`src/rtl/audio_ctrl.sv`:
```
// Transport controller for the audio codec: button pulses -> stop/record/fast/slow/rate/interp.
// Optional macro AUDIO_CTRL_AUTOLOOP_EN: playback loops through REWIND instead of ending in IDLE.
module audio_ctrl #(
  parameter int MAX_SPEED = 7
) (
  input  logic        AUD_BCLK,
  input  logic        rst_n,
  input  logic        btn_record,
  input  logic        btn_play,
  input  logic        btn_stop,
  input  logic        btn_faster,
  input  logic        btn_slower,
  input  logic        interp_sw,
  input  logic        AUD_DACLRCK,
  input  logic [17:0] address,
  output logic        stop,
  output logic        record,
  output logic        fast,
  output logic        slow,
  output logic        interp,
  output logic [3:0]  rate,
  output logic [17:0] end_addr,
  output logic [1:0]  state,
  output logic        done
);

  localparam logic [1:0] ST_IDLE   = 2'd0;
  localparam logic [1:0] ST_REC    = 2'd1;
  localparam logic [1:0] ST_PLAY   = 2'd2;
`ifdef AUDIO_CTRL_AUTOLOOP_EN
  localparam logic [1:0] ST_REWIND = 2'd3;
`endif

  localparam logic signed [3:0] SPD_MAX = 4'(MAX_SPEED);
  localparam logic signed [3:0] SPD_MIN = -SPD_MAX;

  function automatic logic signed [3:0] spd_step(input logic signed [3:0] cur,
                                                 input logic up, input logic dn);
    spd_step = cur;
    if (up && !dn && (cur < SPD_MAX))
      spd_step = cur + 4'sd1;
    else if (dn && !up && (cur > SPD_MIN))
      spd_step = cur - 4'sd1;
  endfunction

  function automatic logic [3:0] spd_rate(input logic signed [3:0] s);
    logic signed [3:0] mag;
    mag      = (s < 4'sd0) ? -s : s;
    spd_rate = $unsigned(mag) + 4'd1;
  endfunction

  logic [1:0]         state_q, state_d;
  logic [17:0]        end_addr_q, end_addr_d;
  logic               done_q, done_d;
  logic               rec_pend_q, rec_pend_d;
  logic signed [3:0]  spd_q, spd_d;
  logic signed [3:0]  spd_pend_q, spd_pend_d;
  logic               lrck_q, lrck_prev_q;
  logic               stop_q, stop_d;
  logic               record_q, record_d;
  logic               fast_q, fast_d;
  logic               slow_q, slow_d;
  logic               interp_q, interp_d;
  logic [3:0]         rate_q, rate_d;

  // Transport FSM; PLAY->REC is deferred one IDLE cycle via rec_pend so stop clears the codec address
  always_comb begin
    state_d    = state_q;
    end_addr_d = end_addr_q;
    done_d     = 1'b0;
    rec_pend_d = 1'b0;
    case (state_q)
      ST_IDLE: begin
        if (btn_stop)
          state_d = ST_IDLE;
        else if (btn_record || rec_pend_q)
          state_d = ST_REC;
        else if (btn_play && (end_addr_q != 18'd0))
          state_d = ST_PLAY;
      end
      ST_REC: begin
        if (btn_stop || (address == 18'h3FFFF)) begin
          state_d    = ST_IDLE;
          end_addr_d = address;
        end
      end
      ST_PLAY: begin
        if (btn_stop) begin
          state_d = ST_IDLE;
        end else if (address >= end_addr_q) begin
          done_d = 1'b1;
`ifdef AUDIO_CTRL_AUTOLOOP_EN
          state_d = ST_REWIND;
`else
          state_d = ST_IDLE;
`endif
        end else if (btn_record) begin
          state_d    = ST_IDLE;
          rec_pend_d = 1'b1;
        end
      end
`ifdef AUDIO_CTRL_AUTOLOOP_EN
      ST_REWIND: state_d = btn_stop ? ST_IDLE : ST_PLAY;
`endif
      default: state_d = ST_IDLE;
    endcase
  end

  // Speed: pending level accumulates presses, committed mid-frame on lrck rising
  always_comb begin
    spd_pend_d = spd_step(spd_pend_q, btn_faster, btn_slower);
    spd_d      = (lrck_q && !lrck_prev_q) ? spd_pend_q : spd_q;
    stop_d     = (state_d != ST_REC) && (state_d != ST_PLAY);
    record_d   = (state_d == ST_REC);
    fast_d     = (spd_d > 4'sd0);
    slow_d     = (spd_d < 4'sd0);
    rate_d     = spd_rate(spd_d);
    interp_d   = interp_sw && slow_d;
  end

  always_ff @(posedge AUD_BCLK or negedge rst_n) begin
    if (!rst_n) begin
      state_q     <= ST_IDLE;
      end_addr_q  <= 18'd0;
      done_q      <= 1'b0;
      rec_pend_q  <= 1'b0;
      spd_q       <= 4'sd0;
      spd_pend_q  <= 4'sd0;
      lrck_q      <= 1'b0;
      lrck_prev_q <= 1'b0;
      stop_q      <= 1'b1;
      record_q    <= 1'b0;
      fast_q      <= 1'b0;
      slow_q      <= 1'b0;
      interp_q    <= 1'b0;
      rate_q      <= 4'd1;
    end else begin
      state_q     <= state_d;
      end_addr_q  <= end_addr_d;
      done_q      <= done_d;
      rec_pend_q  <= rec_pend_d;
      spd_q       <= spd_d;
      spd_pend_q  <= spd_pend_d;
      lrck_q      <= AUD_DACLRCK;
      lrck_prev_q <= lrck_q;
      stop_q      <= stop_d;
      record_q    <= record_d;
      fast_q      <= fast_d;
      slow_q      <= slow_d;
      interp_q    <= interp_d;
      rate_q      <= rate_d;
    end
  end

  assign stop     = stop_q;
  assign record   = record_q;
  assign fast     = fast_q;
  assign slow     = slow_q;
  assign interp   = interp_q;
  assign rate     = rate_q;
  assign end_addr = end_addr_q;
  assign state    = state_q;
  assign done     = done_q;

endmodule

```
`config.mk`:
```
export PLATFORM = sky130hd
export DESIGN_NAME = audio_ctrl
export DESIGN_NICKNAME = d
export VERILOG_FILES = /design/src/rtl/audio_ctrl.sv
export SDC_FILE = /design/constraint.sdc
export NUM_CORES = 1
export LEC_CHECK = 0
export BUFFER_PORTS_ARGS = -buffer_cell sky130_fd_sc_hd__buf_2
export CORE_MARGIN = 5
export CORE_UTILIZATION = 30
export DETAILED_ROUTE_END_ITERATION = 8
export GPL_TIMING_DRIVEN = 0
export SYNTH_ARGS = -nofsm -noshare
export SYNTH_HDL_FRONTEND = slang
export SYNTH_SLANG_ARGS = --single-unit
```
`constraint.sdc`:
```
create_clock -name AUD_BCLK -period 2.69 [get_ports AUD_BCLK]
set_input_delay 0.4035 -clock AUD_BCLK [delete_from_list [all_inputs] [get_ports AUD_BCLK]]
set_output_delay 0.4035 -clock AUD_BCLK [all_outputs]
set_load 0.05 [all_outputs]
```
==> results of run 1 <==
==> flip-flops by register name, summed over array words and instances, names as in the netlist <==
register and flops:
slow 1, interp 1, stop 1, lrck_q 1
spd_q 3, rec_pend_q 1, record 1, state 2
spd_pend_q 4, lrck_prev_q 1, rate 4, done 1
end_addr 18, fast 1
==> kinds of logic after synthesis <==
logic type | share of synthesized area [%]
AND/OR/NAND/NOR | 11.7
flip-flops | 45.3
buffers and inverters | 5.82
AO/OA/AOI/OAI | 8.13
adder cells (fa/ha/maj) | 13.9
multiplexers | 13.2
XOR/XNOR | 1.98
==> Yosys cell counts <==
cell and n:
mux2i_1 4, mux2_2 9, and2_1 2, a21oi_1 9, dfrtp_1 38, fa_1 1
nand4b_1 2, o221a_2 1, a221oi_1 1, a211oi_1 1, and2_0 1, nor4_2 1
nor2_1 4, o211a_1 1, nand3_1 3, o211ai_1 1, clkbuf_1 1, or4_1 1
nand4_1 8, and3_1 1, xnor2_1 2, buf_12 1, a2111oi_0 1, ha_1 23
and4_1 1, a221o_1 1, nor3b_1 1, inv_1 25, a21o_1 2, a31oi_1 1
nand2b_1 2, nor3_1 3, nand3b_1 1, nand2_1 6, nor4_1 4, o31ai_1 1
xor2_1 3, buf_6 1, o31a_1 2, mux2_4 10, or3_1 1, nor2b_1 2
dfstp_2 2, o21ai_0 5
==> layout by cell type (no fill, tap or decap), types with 2 or more instances in the layout <==
cell type | netlist | layout
xnor2_1 | 2 | 2
o31a_1 | 2 | 2
nand3_1 | 3 | 3
mux2_4 | 10 | 10
buf_2 | 0 | 56
xor2_1 | 3 | 3
nand2_1 | 6 | 6
dfstp_2 | 2 | 2
clkbuf_8 | 0 | 6
nand4b_1 | 2 | 2
dfrtp_1 | 38 | 38
clkbuf_1 | 1 | 3
nand2b_1 | 2 | 2
nor3_1 | 3 | 3
inv_1 | 25 | 25
mux2i_1 | 4 | 4
nor2_1 | 4 | 4
nand4_1 | 8 | 8
nor2b_1 | 2 | 2
a21oi_1 | 9 | 9
o21ai_0 | 5 | 5
mux2_2 | 9 | 9
nor4_1 | 4 | 4
a21o_1 | 2 | 2
ha_1 | 23 | 23
and2_1 | 2 | 2
==> worst paths after layout <==
path | end | slack, ns | cells after the start
worst max register to register | rate[2]$_DFF_PN0_ | 0.42 | 9
min in group asynchronous | end_addr[4]$_DFFE_PN0P_ | 0.23 | 1
worst min-delay path | lrck_q$_DFF_PN0_ | 0.22 | 1
worst max-delay path | rate[2]$_DFF_PN0_ | 0.42 | 9
worst min register to register | lrck_prev_q$_DFF_PN0_ | 0.37 | 0
max in group asynchronous | spd_pend_q[2]$_DFFE_PN0P_ | 1.88 | 1
==> power breakdown <==
| group | switching (µW) | internal (µW) |
|---|---|---|
| combinational | 842 | 440 |
| clock | 210 | 210 |
| sequential | 144 | 788 |
==> per-layer routing <==
metal  vias up  routed length, µm  GRT usage [%]
met5         -                  0              0
met4         0                 92           4.27
met3         7                234           2.81
met2        31               2340           18.7
met1       798               2280           15.3
li1        819                  -              -
==> cell type report <==
type	instances	area (µm²)
repair buffers	56	280
multi-input cells	123	1080
flip-flops and latches	40	1000
inverters	25	93.8
plain buffers	3	35.0
fillers	733	4500
well taps	99	124
clock buffers	8	90.1
==> worst reg2reg max path, stage by stage, from the launching register on <==
cell,delay [ns]
dfrtp_1,0.37
nor2b_1,0.10
clkbuf_1,0.28
mux2i_1,0.44
ha_1,0.32
nand2_1,0.06
o21ai_0,0.08
ha_1,0.20
xor2_1,0.17
xnor2_1,0.16
==> through the flow <==
stage                     total power [µW]  hold WS [ns]  std cells  setup WS [ns]  instance area [µm²]
final                                 2630         0.217        354          0.419                 2710
after floorplan                       1910         0.108        191          0.425                 2220
after detailed placement              2240         0.368        346          0.389                 2620
after CTS                             2680         0.202        354          0.381                 2710
after global routing                  2840         0.204        354          0.246                 2710
after global placement                2210         0.355        346          0.432                 2620
==> impl_results.md, run 1 <==
- Status: completed
- DRC violations left: 0
- Crit path buf inv count: 1
- Post-layout min period: 2.27 ns
- Crit path from: lrck_prev_q$_DFF_PN0_
- Pin count of the biggest net entering global routing: 41
- Core box area: 7210 µm²
- Worst path top cell family by delay: adder cells
- Fin Clk Skew: 0.0103 ns
- Yosys top cell area share: 42.9%
- Cts bufs inserted: 5
- Vias: around 1700
- Area Overhead vs Synth: 22.3%
- RSZ-0062 raised after global routing: no
- Leak: 0.00134 µW
- Worst slew margin: 39.4%
- Worst path arrival time: 2.45 ns
- Iteration-0 DRC count of the detailed router: 74
- Slowest CP cell: mux2i_1
- CP dominant cell by count: ha_1
- Crit Path Category: register to register
- # setup viols final: 0
- Grt ovf: 0
- Yosys cell types: 44
- All-Layer GR Usage: 11.7%
- Pin slew with the least headroom to its limit: 0.909 ns
- Antenna violations before repair: 0
- Pwr/cell area: ~970 nW/µm²
- Synth Instances: 191
- Vias in the first global route: ~1700
- Seq/Total Area, Yosys: a little under half
- Clock slew at reported path FFs: 0.08 ns
- Layout cells sized above 1: roughly a third
- Die area: ~9000 µm²
- CTS Sinks: 40
- Crit-path max FO: 4
- Sum Neg Setup Slack: 0 ns
- Crit path largest cell delay: 0.44 ns
- Clock latency on the worst-skew pair: 0.30 ns
- Post-Route WL: 4940 µm
- Final Hold Vio Count: 0
- Dpl hpwl: 3870 µm
- Synth area leader: dfrtp_1
- I/O Pins: 57
- Core Util, Final: a little under two fifths
- Drt pass-1 iters: 4
- Crit share post-route: 84.4%
- Synth warnings: 0
- Top post-synthesis cells by area: dfrtp_1, ha_1, mux2_4
- Avg Inst Size Synth: 11.6 µm²
- Maximum clock path buffer count: 2
- Die outline width: 95.9 µm
- Min-delay worst type: input port to register
- DIE HEIGHT: 95.9 µm
- Worst setup SP type: register
- CTS hold repair buffers: 0
- Syn Nets: between 200 and 250
- Clk root buf: clkbuf_8
- CTS tree: built
- Ant diodes: 0
- Cell Area, Synth: 2220 µm²
- Worst-path cell chain: nor2b_1 > clkbuf_1 > mux2i_1 > ha_1 > nand2_1 > o21ai_0 > ha_1 > xor2_1 > xnor2_1
- Initial Util: 30.7%
- WP data required: 2.87 ns
- Worst vdd ir: 0.000419 V
- # port buffers: 56
- Reg2reg start: lrck_prev_q$_DFF_PN0_
- Max Slew Vio Count: 0
- Post-CTS Setup Inserts: 0
- # H-tree levels: 2
- Antenna Nets Post-Route: 0
- Hold wc startpoint: AUD_DACLRCK
- Max cap viols: 0
- Synthesis-stage register bit count: 40
- Wire length per cell: 14.0 µm
- Final #Nets: 305
- Post-CTS Resized: 0
- First-pass GRT wire length: roughly 8300 µm
- Vias per cell: 4.68
- Number of cell rows: 31
- GP Congestion: about 0.83
- Crit. End Element: register
- Fmax: about 440 MHz
(Power assumes the default switching activity.)
==> run 2, diff against run 1 <==
==> constraint.sdc (replaced) <==
create_clock -name AUD_BCLK -period 2.1 [get_ports AUD_BCLK]
set_input_delay 0.315 -clock AUD_BCLK [delete_from_list [all_inputs] [get_ports AUD_BCLK]]
set_output_delay 0.315 -clock AUD_BCLK [all_outputs]
set_load 0.05 [all_outputs]
==> run 2 against run 1 <==
Sequential power is 32% higher. Fmax is 11% higher. First-iteration DRC count is 20% lower. Cell count is 4.8% higher. Clock power is 27% higher.
==> impl_results.md, run 2 (synthesis gave the netlist of run 1 again) <==
- Status: completed
- Clk root buf: clkbuf_8
- Pin slew with the least headroom to its limit: 0.896 ns (-0.0121 ns)
- Crit share post-route: 97.0% (+13 points)
- Area Overhead vs Synth: 36.4%
- Final #Nets: 322 (+5.6%)
- Fill cells: 739 (+0.82%)
- Die outline width: 95.9 µm (unchanged)
- Min-delay worst type: input port to register
- Clock latency on the worst-skew pair: 0.29 ns (about the same)
- Ant diodes: 0 (unchanged)
- Antenna violations before repair: 0 (unchanged)
- Drt pass-1 iters: 4 (unchanged)
- Vias per cell: 4.66 (-0.32%)
- DIE HEIGHT: 95.9 µm (unchanged)
- Final non-filler cell total: 371 (+4.8%)
- Final Hold Vio Count: 0 (unchanged)
- First-pass GRT wire length: 8090 µm (-2.8%)
- Reg2reg setup slack: 0.06 ns (-0.36 ns)
- Crit. End Element: register
- Maximum clock path buffer count: 2 (unchanged)
- Number of cell rows: 31 (unchanged)
- Fmax: 491 MHz (+11%)
- Vias in the first global route: 1653 (-4.2%)
- Crit-path max FO: 3 (-1)
- Crit Path Category: register to register
- Final Worst Setup Slack: 0.0625 ns (-0.356 ns)
- All-Layer GR Usage: 11.4% (-0.27 points)
- Dpl hpwl: 3880 µm (+0.24%)
- Die area: 9210 µm² (unchanged)
- Clock slew at reported path FFs: 0.08 ns (about the same)
- Pwr/cell area: 1220 nW/µm² (+25%)
- Post-Route WL: 5310 µm (+7.4%)
- I/O Pins: 57 (unchanged)
- Core box area: 7210 µm² (unchanged)
- Fin Clk Skew: 0.00988 ns (-0.000447 ns)
- CTS tree: built
- Antenna Nets Post-Route: 0 (unchanged)
- GP Congestion: 0.811 (-1.7%)
- CTS Sinks: 40 (unchanged)
- Max cap viols: 0 (unchanged)
- WHS: 0.134 ns (-0.0834 ns)
- Pin count of the biggest net entering global routing: 41 (unchanged)
- Cts bufs inserted: 5 (unchanged)
- Most common cell after layout, fill and taps aside: buf_2
- Worst vdd ir: 0.000605 V (+44%)
- Worst slew margin: 40.2% (+0.81 points)
- Worst setup SP type: register
- Post-layout min period: 2.04 ns (-0.234 ns)
- # port buffers: 56 (unchanged)
- DRC violations left: 0 (unchanged)
- Dpl cells: 346 (unchanged)
- # setup viols final: 0 (unchanged)
- WP data required: 2.31 ns (-0.56 ns)
- Grt ovf: 0 (unchanged)
- Max Slew Vio Count: 0 (unchanged)
- Iteration-0 DRC count of the detailed router: 59 (-20%)
- Layout cells sized above 1: 54.4% (+20 points)
- Worst path arrival time: 2.25 ns (-0.20 ns)
- Worst slack, placed: -0.158 ns (-0.547 ns)
- Vias: 1729 (+4.5%)
- Leak: 0.00142 µW (+5.9%)
- Initial Util: 30.7% (unchanged)
- Most frequent cells in the layout: buf_2, dfrtp_1, buf_4
- Wire length per cell: 14.3 µm (+2.5%)
- # H-tree levels: 2 (unchanged)
- RSZ-0062 raised after global routing: yes
- Max reg flops: 18 (unchanged)
[run 2: worst paths after layout]
check / start / to / cells after the start
setup reg to reg: end_addr[11]$_DFFE_PN0P_ / stop$_DFF_PN1_ / 7
min in group asynchronous: rst_n / end_addr[5]$_DFFE_PN0P_ / 1
hold / removal: AUD_DACLRCK / lrck_q$_DFF_PN0_ / 1
hold reg to reg: lrck_q$_DFF_PN0_ / lrck_prev_q$_DFF_PN0_ / 0
max in group asynchronous: rst_n / end_addr[12]$_DFFE_PN0P_ / 1
setup / recovery: end_addr[11]$_DFFE_PN0P_ / stop$_DFF_PN1_ / 7
[run 2: power by group]
part	switching, µW	leakage (µW)	internal, µW
combinational	1170	0.000907	758
sequential	202	0.000461	1030
clock	271	0.0000510	263
[run 2: area by class of cell]
cell class              instances  area (µm²)  area share (%)
plain buffers                   3        38.8            1.28
clock buffers                   6        82.6            2.73
clock inverters                 2        10.0           0.331
inverters                      25        93.8            3.10
multi-input cells             123        1240            41.1
flip-flops and latches         40        1020            33.8
well taps                      99         124            4.10
repair buffers                 73         408            13.5
[run 2: metal layers]
metal | share of wire (%) | track usage [%] | vias up
met2 | 47 | 17.3 | 28
met3 | 3.0 | 2.11 | 2
met4 | 0.77 | 3.44 | 0
met5 | 0 | 0 | -
li1 | - | - | 846
met1 | 49 | 16.5 | 853
[run 2: per-stage QoR]
step           total power (µW)  utilization, %  TNS, ns  area (µm²)
2_1_floorplan              2460               -        0        2230
3_3_place_gp               2850            36.5   -0.208        2640
3_5_place_dp               2880            36.5   -0.185        2640
4_1_cts                    3540            39.2        0        2830
5_1_grt                    3950            41.9  -0.0575        3020
6_report                   3690            41.9        0        3020
[run 2: critical path: stages, from the launching register on]
cell and delay (ns):
dfrtp_2 0.42, buf_4 0.16, nor4_4 0.29, nand3_1 0.15
or4_4 0.44, nand4b_1 0.13, o31a_1 0.16, ha_1 0.23
[run 2: what timing repair did]
action / 4_1_cts / 5_1_grt
pin swaps: 6 / 12
buffers inserted: 7 / 10
resized for setup: 11 / 25
setup endpoints to repair: 2 / 4
hold buffers: 0 / 0
